==> src/rtl/shift_reg_univ.sv <==
// Universal shift register: hold / shift / parallel load / rotate over DEPTH
// stages of WIDTH bits, with a saturating count of valid stages.

module shift_reg_univ_stage #(
  parameter int WIDTH = 1
) (
  input  logic             clk,
  input  logic             rst,
  input  logic             en,
  input  logic [1:0]       mode,
  input  logic [WIDTH-1:0] i_shift_d,
  input  logic [WIDTH-1:0] i_rot_d,
  input  logic [WIDTH-1:0] i_load_d,
  output logic [WIDTH-1:0] o_q
);

  logic [WIDTH-1:0] r_q;

  always_ff @(posedge clk) begin
    if (rst) begin
      r_q <= '0;
    end else if (en) begin
      case (mode)
        2'b01:   r_q <= i_shift_d;
        2'b10:   r_q <= i_load_d;
        2'b11:   r_q <= i_rot_d;
        default: r_q <= r_q;
      endcase
    end
  end

  assign o_q = r_q;

endmodule

module shift_reg_univ #(
  parameter int WIDTH = 1,
  parameter int DEPTH = 4
) (
  input  logic                       clk,
  input  logic                       rst,
  input  logic                       en,
  input  logic [1:0]                 mode,
  input  logic [WIDTH-1:0]           sin,
  input  logic [WIDTH*DEPTH-1:0]     pin,
  output logic [WIDTH-1:0]           sout,
  output logic [WIDTH*DEPTH-1:0]     pout,
  output logic [$clog2(DEPTH+1)-1:0] count,
  output logic                       full,
  output logic                       empty
);

  localparam int CW = $clog2(DEPTH+1);
  localparam logic [CW-1:0] FULL_CNT = CW'(DEPTH);

  logic [DEPTH-1:0][WIDTH-1:0] w_stage;
  logic [DEPTH-1:0][WIDTH-1:0] w_pin;
  logic [CW-1:0]               r_count;
  logic                        r_full;
  logic                        r_empty;

  assign w_pin = pin;

  for (genvar g = 0; g < DEPTH; g++) begin : g_stage
    logic [WIDTH-1:0] w_shift_d;
    logic [WIDTH-1:0] w_rot_d;

    // Stage 0 takes sin on shift and the last stage on rotate.
    if (g == 0) begin : g_head
      assign w_shift_d = sin;
      assign w_rot_d   = w_stage[DEPTH-1];
    end else begin : g_body
      assign w_shift_d = w_stage[g-1];
      assign w_rot_d   = w_stage[g-1];
    end

    shift_reg_univ_stage #(.WIDTH(WIDTH)) u_stage (
      .clk       (clk),
      .rst       (rst),
      .en        (en),
      .mode      (mode),
      .i_shift_d (w_shift_d),
      .i_rot_d   (w_rot_d),
      .i_load_d  (w_pin[g]),
      .o_q       (w_stage[g])
    );
  end

  // full/empty are registered alongside count so no input reaches them combinationally.
  always_ff @(posedge clk) begin
    if (rst) begin
      r_count <= '0;
      r_full  <= 1'b0;
      r_empty <= 1'b1;
    end else if (en) begin
      case (mode)
        2'b01: begin
          if (r_count != FULL_CNT) r_count <= r_count + 1'b1;
          r_full  <= (r_count >= FULL_CNT - 1'b1);
          r_empty <= 1'b0;
        end
        2'b10: begin
          r_count <= FULL_CNT;
          r_full  <= 1'b1;
          r_empty <= 1'b0;
        end
        default: ;
      endcase
    end
  end

  assign pout  = w_stage;
  assign sout  = w_stage[DEPTH-1];
  assign count = r_count;
  assign full  = r_full;
  assign empty = r_empty;

endmodule

==> config.mk <==
export PLATFORM = sky130hd
export DESIGN_NAME = shift_reg_univ
export DESIGN_NICKNAME = d
export VERILOG_FILES = /design/src/rtl/shift_reg_univ.sv
export SDC_FILE = /design/constraint.sdc
export NUM_CORES = 1
export LEC_CHECK = 0
export CELL_PAD_IN_SITES_DETAIL_PLACEMENT = 1
export CELL_PAD_IN_SITES_GLOBAL_PLACEMENT = 1
export CORE_UTILIZATION = 34
export CTS_BUF_LIST = sky130_fd_sc_hd__clkbuf_4
export DETAILED_ROUTE_END_ITERATION = 7
export PLACE_DENSITY_LB_ADDON = 0.25
export SETUP_SLACK_MARGIN = 0.5
export SLEW_MARGIN = 30
export SYNTH_ARGS = -nofsm -noshare
export SYNTH_HDL_FRONTEND = slang
export SYNTH_HIERARCHICAL = 1
export SYNTH_SLANG_ARGS = --single-unit
==> constraint.sdc <==
create_clock -name clk -period 1.9 [get_ports clk]
set_input_delay 0.57 -clock clk [delete_from_list [all_inputs] [get_ports clk]]
set_output_delay 0.57 -clock clk [all_outputs]
set_load 0.1 [all_outputs]
# ---- Word-level counts from Yosys, hierarchy flattened
# Cells that the tools add are included.
dict set report word_totals {
  input_bits 10
  word_cells 31
  reg_bits 9
}
dict set report classes {
  mux 7
  addsub 1
  n_lt_le_gt_ge 1
  reduce_logical 10
  eq_ne 5
}
# operator count
set ops {}
lappend ops {{1-bit one-hot mux with 2 select lines} 4}
lappend ops {{2-bit AND reduction} 4}
lappend ops {{3-bit one-hot mux with 2 select lines} 1}
lappend ops {{2-bit == test (second input constant)} 2}
lappend ops {{2-bit nonzero test} 2}
lappend ops {{2-bit OR reduction} 2}
lappend ops {{3-bit by 1-bit adder with 3-bit output (second input constant)} 1}
lappend ops {{3-bit by 2-bit greater-or-equal comparator with 1-bit output (second input constant)} 1}
lappend ops {{3-bit 2-to-1 mux} 1}
lappend ops {{3-bit != test (second input constant)} 1}
lappend ops {{1-bit one-hot mux with 3 select lines} 1}
lappend ops {{3-bit AND reduction} 1}
lappend ops {{3-bit nonzero test} 1}
lappend ops {{2-bit by 1-bit == test with 1-bit output (second input constant)} 1}
lappend ops {{2-bit != test (second input constant)} 1}

# ---- Logic depth before layout (Yosys ltp)
# Gate-level depths: netlist (run 1).
dict set report logic_depth {
  word_depth 4
  mapped_depth 5
  ltp_nobuf 5
}

# ---- Cells and area by module
# The synthesis (run 1) kept the hierarchy.
# module seq_area_each_um2 n_inst area_per_inst_um2 cells_each
set by_module_without_submodules {}
lappend by_module_without_submodules {shift_reg_univ 100.1 1 315.3 35}
lappend by_module_without_submodules {shift_reg_univ_stage 20.0 4 70.1 7}

# ---- Worst setup path after synthesis (run 1)
# OpenSTA, ideal clock, no wires.
dict set report synth_path {
  path_type {reg2reg}
  from {register r_count[0], in the netlist count[0]}
  to {register r_count[1], in the netlist count[1]}
  slack_ns -0.235
  arrival_time_ns 2.065
  setup_ns 0.070
  required_time_ns 1.830
  stages_incl_launch_ff 6
  period_less_slack_ns 2.135
  path_cell_list {dfxtp_1 inv_1 ha_1 and3_1 or4b_1 a21oi_1}
}
dict set report synth_between {
  elab_chain_len 3
}
# item line
set synth_lines {}
lappend synth_lines {{from (decl)} 58} ;# logic [CW-1:0] r_count;
lappend synth_lines {{from (signal assigned)} 98} ;# if (r_count != FULL_CNT) r_count <= r_count + 1'b1;
lappend synth_lines {{3-bit by 1-bit adder with 3-bit output / 3-bit != test (equally long branches)} 98}
lappend synth_lines {{3-bit 2-to-1 mux / 2-bit != test (equally long branches)} -}
lappend synth_lines {{3-bit one-hot mux with 2 select lines / 3-bit AND reduction (equally long branches)} -}
# Several ways; a longest one is shown, not always the timed one. The select of a mux whose other input is x is not followed.
# A chain may end at the register's enable or synchronous reset.

# ---- Final worst setup path (run 1)
dict set report layout_path {
  from {input port mode[1]}
  to {register r_count[1], in the netlist count[1]}
}
dict set report layout_between {
  elab_chain_len 3
}
# item line
set layout_lines {}
lappend layout_lines {{from (decl)} 43} ;# input logic [1:0] mode,
lappend layout_lines {{2-bit by 1-bit == test with 1-bit output / 2-bit == test (equally long branches)} 96} ;# case (mode)
lappend layout_lines {{2-bit != test (no line) / 2-bit nonzero test (equally long branches)} -}
lappend layout_lines {{3-bit AND reduction (no line)} -}
# Several ways; a longest one is shown, not always the timed one.

==> impl_metrics.csv, run 1 <==
group,metric,value,unit
die,boundaryPins,20,
final_layout,fillerInstances,145,
timing,rsz0062_at_grt,"true",
die,row_count,14,
critical_path,path_delay_family,"simple AND/OR/NAND/NOR gates",
critical_path,critPathArrivalTime,1.66,ns
synthesis,syn_area,595.6,sq um
timing,post-route-period-util,76.63,%
power_and_ir_drop,p_per_area,616.8,mW/mm^2
grt,antenna_found_initial,0,
synthesis,synth.most_common_cell,"inv_1",
synthesis,synth_nets,78,
status,status,"complete, no violations",
timing,finClkSkew,0.01095,ns
placement,placed_area,958.4,sq um
critical_path,cp_slowest_stage_delay,0.49,ns
final_layout,postLayoutCoreUtil,73.65,%
die,die_w,43.86,um
grt,grt_pass1_wl,3049,um
critical_path,end_kind,"flip-flop",
timing,tns,0,ns
critical_path,crit_path_start_kind,"input port",
cts,holdBufCountCts,0,
synthesis,synthTopCellsByCount,"inv_1 (10), dfxtp_1 (9), o21ai_0 (6)",
cts,cts.htree.levels,1,
cts,cts_buffer_depth,2,
cts,cts_made_buffers,3,
drt,wirelength,2410,um
timing,fin_crit,1.456,ns
final_layout,drive_above_1_share,61.62,%
power_and_ir_drop,vdd_drop_max,0.3993,mV
drt,drtPass1Iterations,4,
synthesis,seq_area_frac_synth,30.25,%
synthesis,ys_types,21,
drt,routedWlPerCell,20.96,um
synthesis,synthFlopType,"dfxtp_1",
critical_path,slowest_stage,"or4b_4",
run,cap_violations,0,
synthesis,synth_area_leaders,"dfxtp_1 (30%), ha_1 (11%), and4bb_1 (8.4%)",
grt,overflow,0,
die,die_h,43.86,um
timing,setup_viol_count_final,0,
critical_path,required,2.10,ns
synthesis,synth_top_area_share,30.25,%
power_and_ir_drop,leakage,0.5068,nW
critical_path,path_cells,"buf_8 -> inv_4 -> ha_4 -> and3_4 -> or4b_4 -> a21oi_2",
grt,grt_pass1_vias,661,
cts,cts_tree,"done",
min_path,min_path_type,"reg2reg",
synthesis,synth_edf_count,0,
power_and_ir_drop,fin_total_pwr,0.7162,mW
drt,drtIter0Drc,17,
placement,port_buffers,19,
placement,placed_cells,101,
synthesis,async_flop_share,0,%
synthesis,synth-seq-cells,9,
final_layout,antennaDiodeCount,0,
drt,route.detailed.drc,0,
grt,grt_usage,22.31,%
synthesis,netlist_instances,63,
final_layout,fin_nets,115,
timing,drv_slew,0,
timing,max_slew_margin,71.84,%
timing,final_hold_viol_count,0,
drt,vias,656,
synthesis,synth-warning-count,6,
critical_path,cp_max_fo,4,
cts,clock-sinks,9,
critical_path,worstSetupPathType,"in2reg",
synthesis,synth_top_area_cell,"dfxtp_1",
grt,grt_max_degree,13,
drt,routed_via_density,5.704,
placement,post-place-ws,-0.3030,ns
placement,gp_congestion,0.7449,
critical_path,cp_num_buf_inv,2,
cts,clk_pin_slew_worst_paths,0.08,ns
timing,layout_setup_ws,0.4440,ns
timing,max_clock_freq,0.6868,GHz
cts,cts_root_buffer,"clkbuf_4",
timing,worstMarginPinSlew,0.4224,ns
final_layout,stdcell_count,115,
cts,clk-insertion-delay-late,0.27,ns
final_layout,syn2layout_area_growth,94.96,%
placement,dp_hpwl,1254,um
die,core_area,0.001577,sq mm
die,start_util,37.78,%
die,die_area,0.001923,sq mm
synthesis,synth_area_per_cell,9.454,sq um
drt,detail-route-antenna-nets,0,
final_layout,stdcell_area,0.001161,sq mm
timing,hold_slack,0.4969,ns
final timing paths:
check                               from       end  slack [ns]  cells after the start
worst max-delay path             mode[1]  count[1]        0.44                      6
worst min register to register     empty     empty        0.50                      2
worst max register to register  count[1]  count[1]        0.45                      5
worst min-delay path               empty     empty        0.50                      2
report_power, final:
part           internal [mW]  switching, mW  leakage, nW  total (mW)
Sequential             0.201         0.0209       0.0790       0.222
Clock                 0.0778         0.0777       0.0177       0.156
Combinational          0.142          0.196        0.410       0.338
cell type report:
class                   instances  area [sq um]  area share (%)
well taps                      16         20.02           1.724
repair buffers                 36         437.9           37.72
multi-input cells              40         421.7           36.31
flip-flops and latches          9         209.0           18.00
inverters                      10         45.04           3.879
clock inverters                 1         5.005          0.4310
clock buffers                   3         22.52           1.940
state kept, by name, indices dropped and copies added (netlist names):
register,flops
empty,1
count,3
full,1
g_stage.u_stage/o_q,4
what timing repair did:
action                                  4_1_cts  5_1_grt
pin swaps                                     7        9
gates resized for setup                      29       13
endpoints found under the setup margin       16       17
buffers inserted                              4        6
routing by layer:
layer  routed length [um]  global-route usage (%)
met5                    0                       0
met1                 1043                   26.84
met4                   34                   7.273
met3                   94                   5.417
met2                 1237                   38.81
worst register-to-register path: cells and delay by family, from the launching register on:
family,cells,cell delay [ns]
AOI/OAI and AO/OA,1,0.13
and+or+nand+nor,2,0.66
adders and majority gates,1,0.15
buffers and inverters,1,0.05
DFF,1,0.40
cell families after synthesis:
| logic type | count (synthesis) | share of synthesized area [%] |
|---|---|---|
| compound gates | 21 | 26.26 |
| fa+ha+maj | 5 | 10.50 |
| mux | 4 | 6.723 |
| simple gates | 10 | 14.92 |
| flops | 9 | 30.25 |
| buf+inv | 14 | 11.35 |
cell usage in the layout, fill, tap and decap left out, drive strengths merged:
cell type / count
dlygate4sd2: 2
o21ai: 7
nor2: 1
dlymetal6s2s: 2
or4: 1
inv: 10
and3: 1
ha: 5
a221oi: 1
clkinv: 1
dfxtp: 9
mux2i: 4
nor2b: 1
o21bai: 1
clkdlybuf4s50: 2
a21oi: 6
or4b: 1
a311o: 4
a2111oi: 1
nor3: 1
buf: 29
and4bb: 4
a211oi: 1
clkbuf: 4
(Power assumes the default switching activity.)
==> run 2, diff against run 1 <==
- clock period: 1.9 -> 1.5 ns (I/O delays scaled with it)
==> run 2 against run 1 <==
The flow now stops in global routing. Synthesized area stayed put. Synthesized cell count did not move.
==> impl_metrics.csv, run 2 <==
group,metric,value,unit
synthesis,synth_area_per_cell,9.454,sq um
cts,cts_made_buffers,3,
synthesis,synth_edf_count,0,
cts,clock-sinks,9,
synthesis,synthFlopType,"dfxtp_1",
placement,placed_area,972.2,sq um
synthesis,synth_top_area_share,30.25,%
die,die_h,43.86,um
synthesis,synth-seq-cells,9,
cts,cts_buffer_depth,2,
timing,crit_endpoint,"count[1]$_SDFFE_PP0P_/D",
synthesis,synth_nets,78,
synthesis,synth_area_leaders,"dfxtp_1 (30%), ha_1 (11%), and4bb_1 (8.4%)",
status,stop_error,"[ERROR DPL-0033] detailed placement checks failed during check placement.",
synthesis,synth-warning-count,6,
cts,cts_root_buffer,"clkbuf_4",
placement,dp_hpwl,1312,um
grt,grt_max_degree,8,
synthesis,synth.most_common_cell,"inv_1",
placement,port_buffers,19,
die,row_count,14,
status,status,"aborted with a tool error",
synthesis,syn_area,595.6,sq um
die,die_w,43.86,um
die,start_util,37.78,%
synthesis,netlist_instances,63,
synthesis,ys_types,21,
synthesis,synth_top_area_cell,"dfxtp_1",
timing,endpoint_type,"sequential cell input",
cts,cts.htree.levels,1,
die,boundaryPins,20,
synthesis,async_flop_share,0,%
synthesis,synthTopCellsByCount,"inv_1 (10), dfxtp_1 (9), o21ai_0 (6)",
grt,antenna_found_initial,0,
synthesis,seq_area_frac_synth,30.25,%
status,lastStage,"global routing",
placement,gp_congestion,0.7442,
==> run 2: logic make-up after synthesis <==
kind of cell / synth area share (%)
flip-flops: 30.25
buffers and inverters: 11.35
AO/OA/AOI/OAI: 26.26
AND/OR/NAND/NOR: 14.92
multiplexers: 6.723
adder cells (fa/ha/maj): 10.50
==> run 2: timing repair <==
item	CTS
resized for setup	49
buffers inserted	11
hold endpoints to repair	0
pin swaps	14
cloned	1
hold buffers	0
endpoints found under the setup margin	19
==> run 2: per-stage QoR <==
stage | utilization, % | std cells | setup WS (ns)
CTS | 77.06 | 118 | 0.06141
detailed placement | 61.67 | 102 | -0.6026
global placement | 61.67 | 102 | -0.5275
floorplan | - | 63 | -0.05386
==> run 3, diff against run 2 <==
- CELL_PAD_IN_SITES_DETAIL_PLACEMENT: 1 -> not set
- CELL_PAD_IN_SITES_GLOBAL_PLACEMENT: 1 -> not set
- CORE_AREA: not set -> 2 2 63 65
- CORE_UTILIZATION: 34 -> not set
- CTS_BUF_LIST: sky130_fd_sc_hd__clkbuf_4 -> not set
- DIE_AREA: not set -> 0 0 65 67
- PLACE_DENSITY_LB_ADDON: 0.25 -> 0.15
- SETUP_SLACK_MARGIN: 0.5 -> not set
==> run 3 against run 2 <==
The flow now finishes without violations.
==> impl_metrics.csv, run 3 (synthesized netlist as in run 1, its figures left out) <==
group,metric,value,unit
status,status,"complete, no violations",
final_layout,final_common_cell,"buf_4",
grt,overflow,0,
critical_path,path_cells,"inv_2 -> ha_2 -> and3_4 -> or4b_4 -> a21oi_2",
placement,port_buffers,19,
die,core_area,0.003606,sq mm
power_and_ir_drop,p_int,0.5922,mW
drt,vias,577,
power_and_ir_drop,fin_total_pwr,0.9425,mW
final_layout,drive_above_1_share,46.74,%
timing,setup_viol_count_final,0,
critical_path,crit_path_start_kind,"flip-flop",
drt,drtPass1Iterations,2,
min_path,min_path_type,"reg2reg",
timing,post-route-period-util,95.60,%
critical_path,cp_slowest_stage_delay,0.48,ns
final_layout,syn2layout_area_growth,81.51,%
power_and_ir_drop,combinationalPowerShare,38.5,%
drt,routedWlPerCell,10.99,um
power_and_ir_drop,clockPowerShare,31.6,%
final_layout,stdcell_count,140,
cts,cts_made_buffers,3,
final_layout,fin_nets,108,
power_and_ir_drop,swShare,37.17,%
final_layout,postLayoutCoreUtil,29.98,%
cts,clock-sinks,9,
final_layout,antennaDiodeCount,0,
power_and_ir_drop,leakage,0.4382,nW
critical_path,slowest_stage,"or4b_4",
final_layout,fillerInstances,383,
die,row_count,22,
timing,worstMarginPinSlew,0.3417,ns
placement,placed_area,996.0,sq um
drt,route.detailed.drc,0,
final_layout,stdcell_area,0.001081,sq mm
grt,grt_usage,7.944,%
cts,clk_pin_slew_worst_paths,0.05,ns
timing,tns,0,ns
die,boundaryPins,20,
power_and_ir_drop,p_switching,0.3503,mW
placement,gp_congestion,0.6846,
critical_path,end_kind,"flip-flop",
grt,antenna_found_initial,0,
drt,routed_via_density,4.121,
grt,grt_max_degree,13,
die,die_w,65,um
cts,clk-insertion-delay-late,0.24,ns
timing,fin_crit,1.434,ns
critical_path,critPathArrivalTime,1.60,ns
critical_path,worstSetupPathType,"reg2reg",
timing,rsz0062_at_grt,"false",
drt,drtIter0Drc,8,
timing,drv_slew,0,
power_and_ir_drop,vdd_drop_max,0.3159,mV
power_and_ir_drop,seq_power_share,29.9,%
power_and_ir_drop,p_per_area,871.9,mW/mm^2
grt,grt_pass1_wl,2615,um
die,die_h,67,um
cts,cts_tree,"done",
critical_path,cp_max_fo,5,
die,start_util,16.52,%
placement,dp_hpwl,1173,um
cts,holdBufCountCts,0,
cts,cts_root_buffer,"clkbuf_8",
grt,grt_pass1_vias,558,
critical_path,required,1.66,ns
final_layout,final_cell_mix,"buf_4 (11), buf_12 (10), inv_1 (7)",
drt,wirelength,1538,um
cts,cts.htree.levels,1,
timing,final_hold_viol_count,0,
die,die_area,0.004355,sq mm
drt,detail-route-antenna-nets,0,
final_layout,largest_reg_flops,4,
cts,cts_buffer_depth,2,
timing,max_clock_freq,0.6973,GHz
placement,placed_cells,134,
run,cap_violations,0,
timing,finClkSkew,0.006212,ns
timing,max_slew_margin,77.16,%
[run 3: path summary, 6_finish.rpt]
kind,from,slack (ns),cells past startpoint,end
max,count[1],0.07,5,count[1]
min,empty,0.50,2,empty
max reg2reg,count[1],0.07,5,count[1]
min reg2reg,empty,0.50,2,empty
[run 3: metal layers]
| layer | vias to the layer above | share of wire, % | track usage, % |
|---|---|---|---|
| met3 | 2 | 6.5 | 3.041 |
| met1 | 267 | 47 | 9.788 |
| met5 | - | 0 | 0 |
| met2 | 19 | 45 | 12.76 |
| met4 | 0 | 0.78 | 2.394 |
| li1 | 289 | - | - |
[run 3: power groups by stage]
stage	registers, mW	logic (mW)	clock network [mW]
after global placement	0.288	0.355	0
after floorplan	0.354	0.140	0
after global routing	0.286	0.382	0.323
after CTS	0.284	0.358	0.315
after detailed placement	0.288	0.354	0
final	0.282	0.363	0.298
[run 3: layout make-up]
class,count,area (sq um),share of cell area (%)
repair buffers,29,356.6,32.99
multi-input cells,40,389.1,36.00
well taps,48,60.06,5.556
inverters,10,37.54,3.472
flip-flops and latches,9,192.7,17.82
clock buffers,4,45.04,4.167
[run 3: timing repair]
item | 4_1_cts | 5_1_grt
endpoints found under the setup margin | 9 | 2
setup buffers | 0 | 2
gates resized for setup | 14 | 4
pin swaps | 2 | 2
cloned | 0 | 0
[run 3: through the flow]
step | setup slack, ns | hold WS (ns)
after floorplan | -0.06687 | 0.4566
after global placement | -0.5604 | 0.4931
after detailed placement | -0.6116 | 0.4961
after CTS | 0.02485 | 0.5033
after global routing | 0.01369 | 0.5320
final | 0.06596 | 0.4958
[run 3: worst max-delay path, delay by kind of cell (launching register included)]
family / cells / cell delay (ns)
AND/OR/NAND/NOR: 2 / 0.65
flip-flops: 1 / 0.36
adder cells (fa/ha/maj): 1 / 0.16
AO/OA/AOI/OAI: 1 / 0.15
buffers and inverters: 1 / 0.03
==> run 4, diff against run 3 <==
- CTS_CLUSTER_DIAMETER: not set -> 150
==> results of run 4 <==
The final DEF is identical to that of run 3; final timing and power are the same.
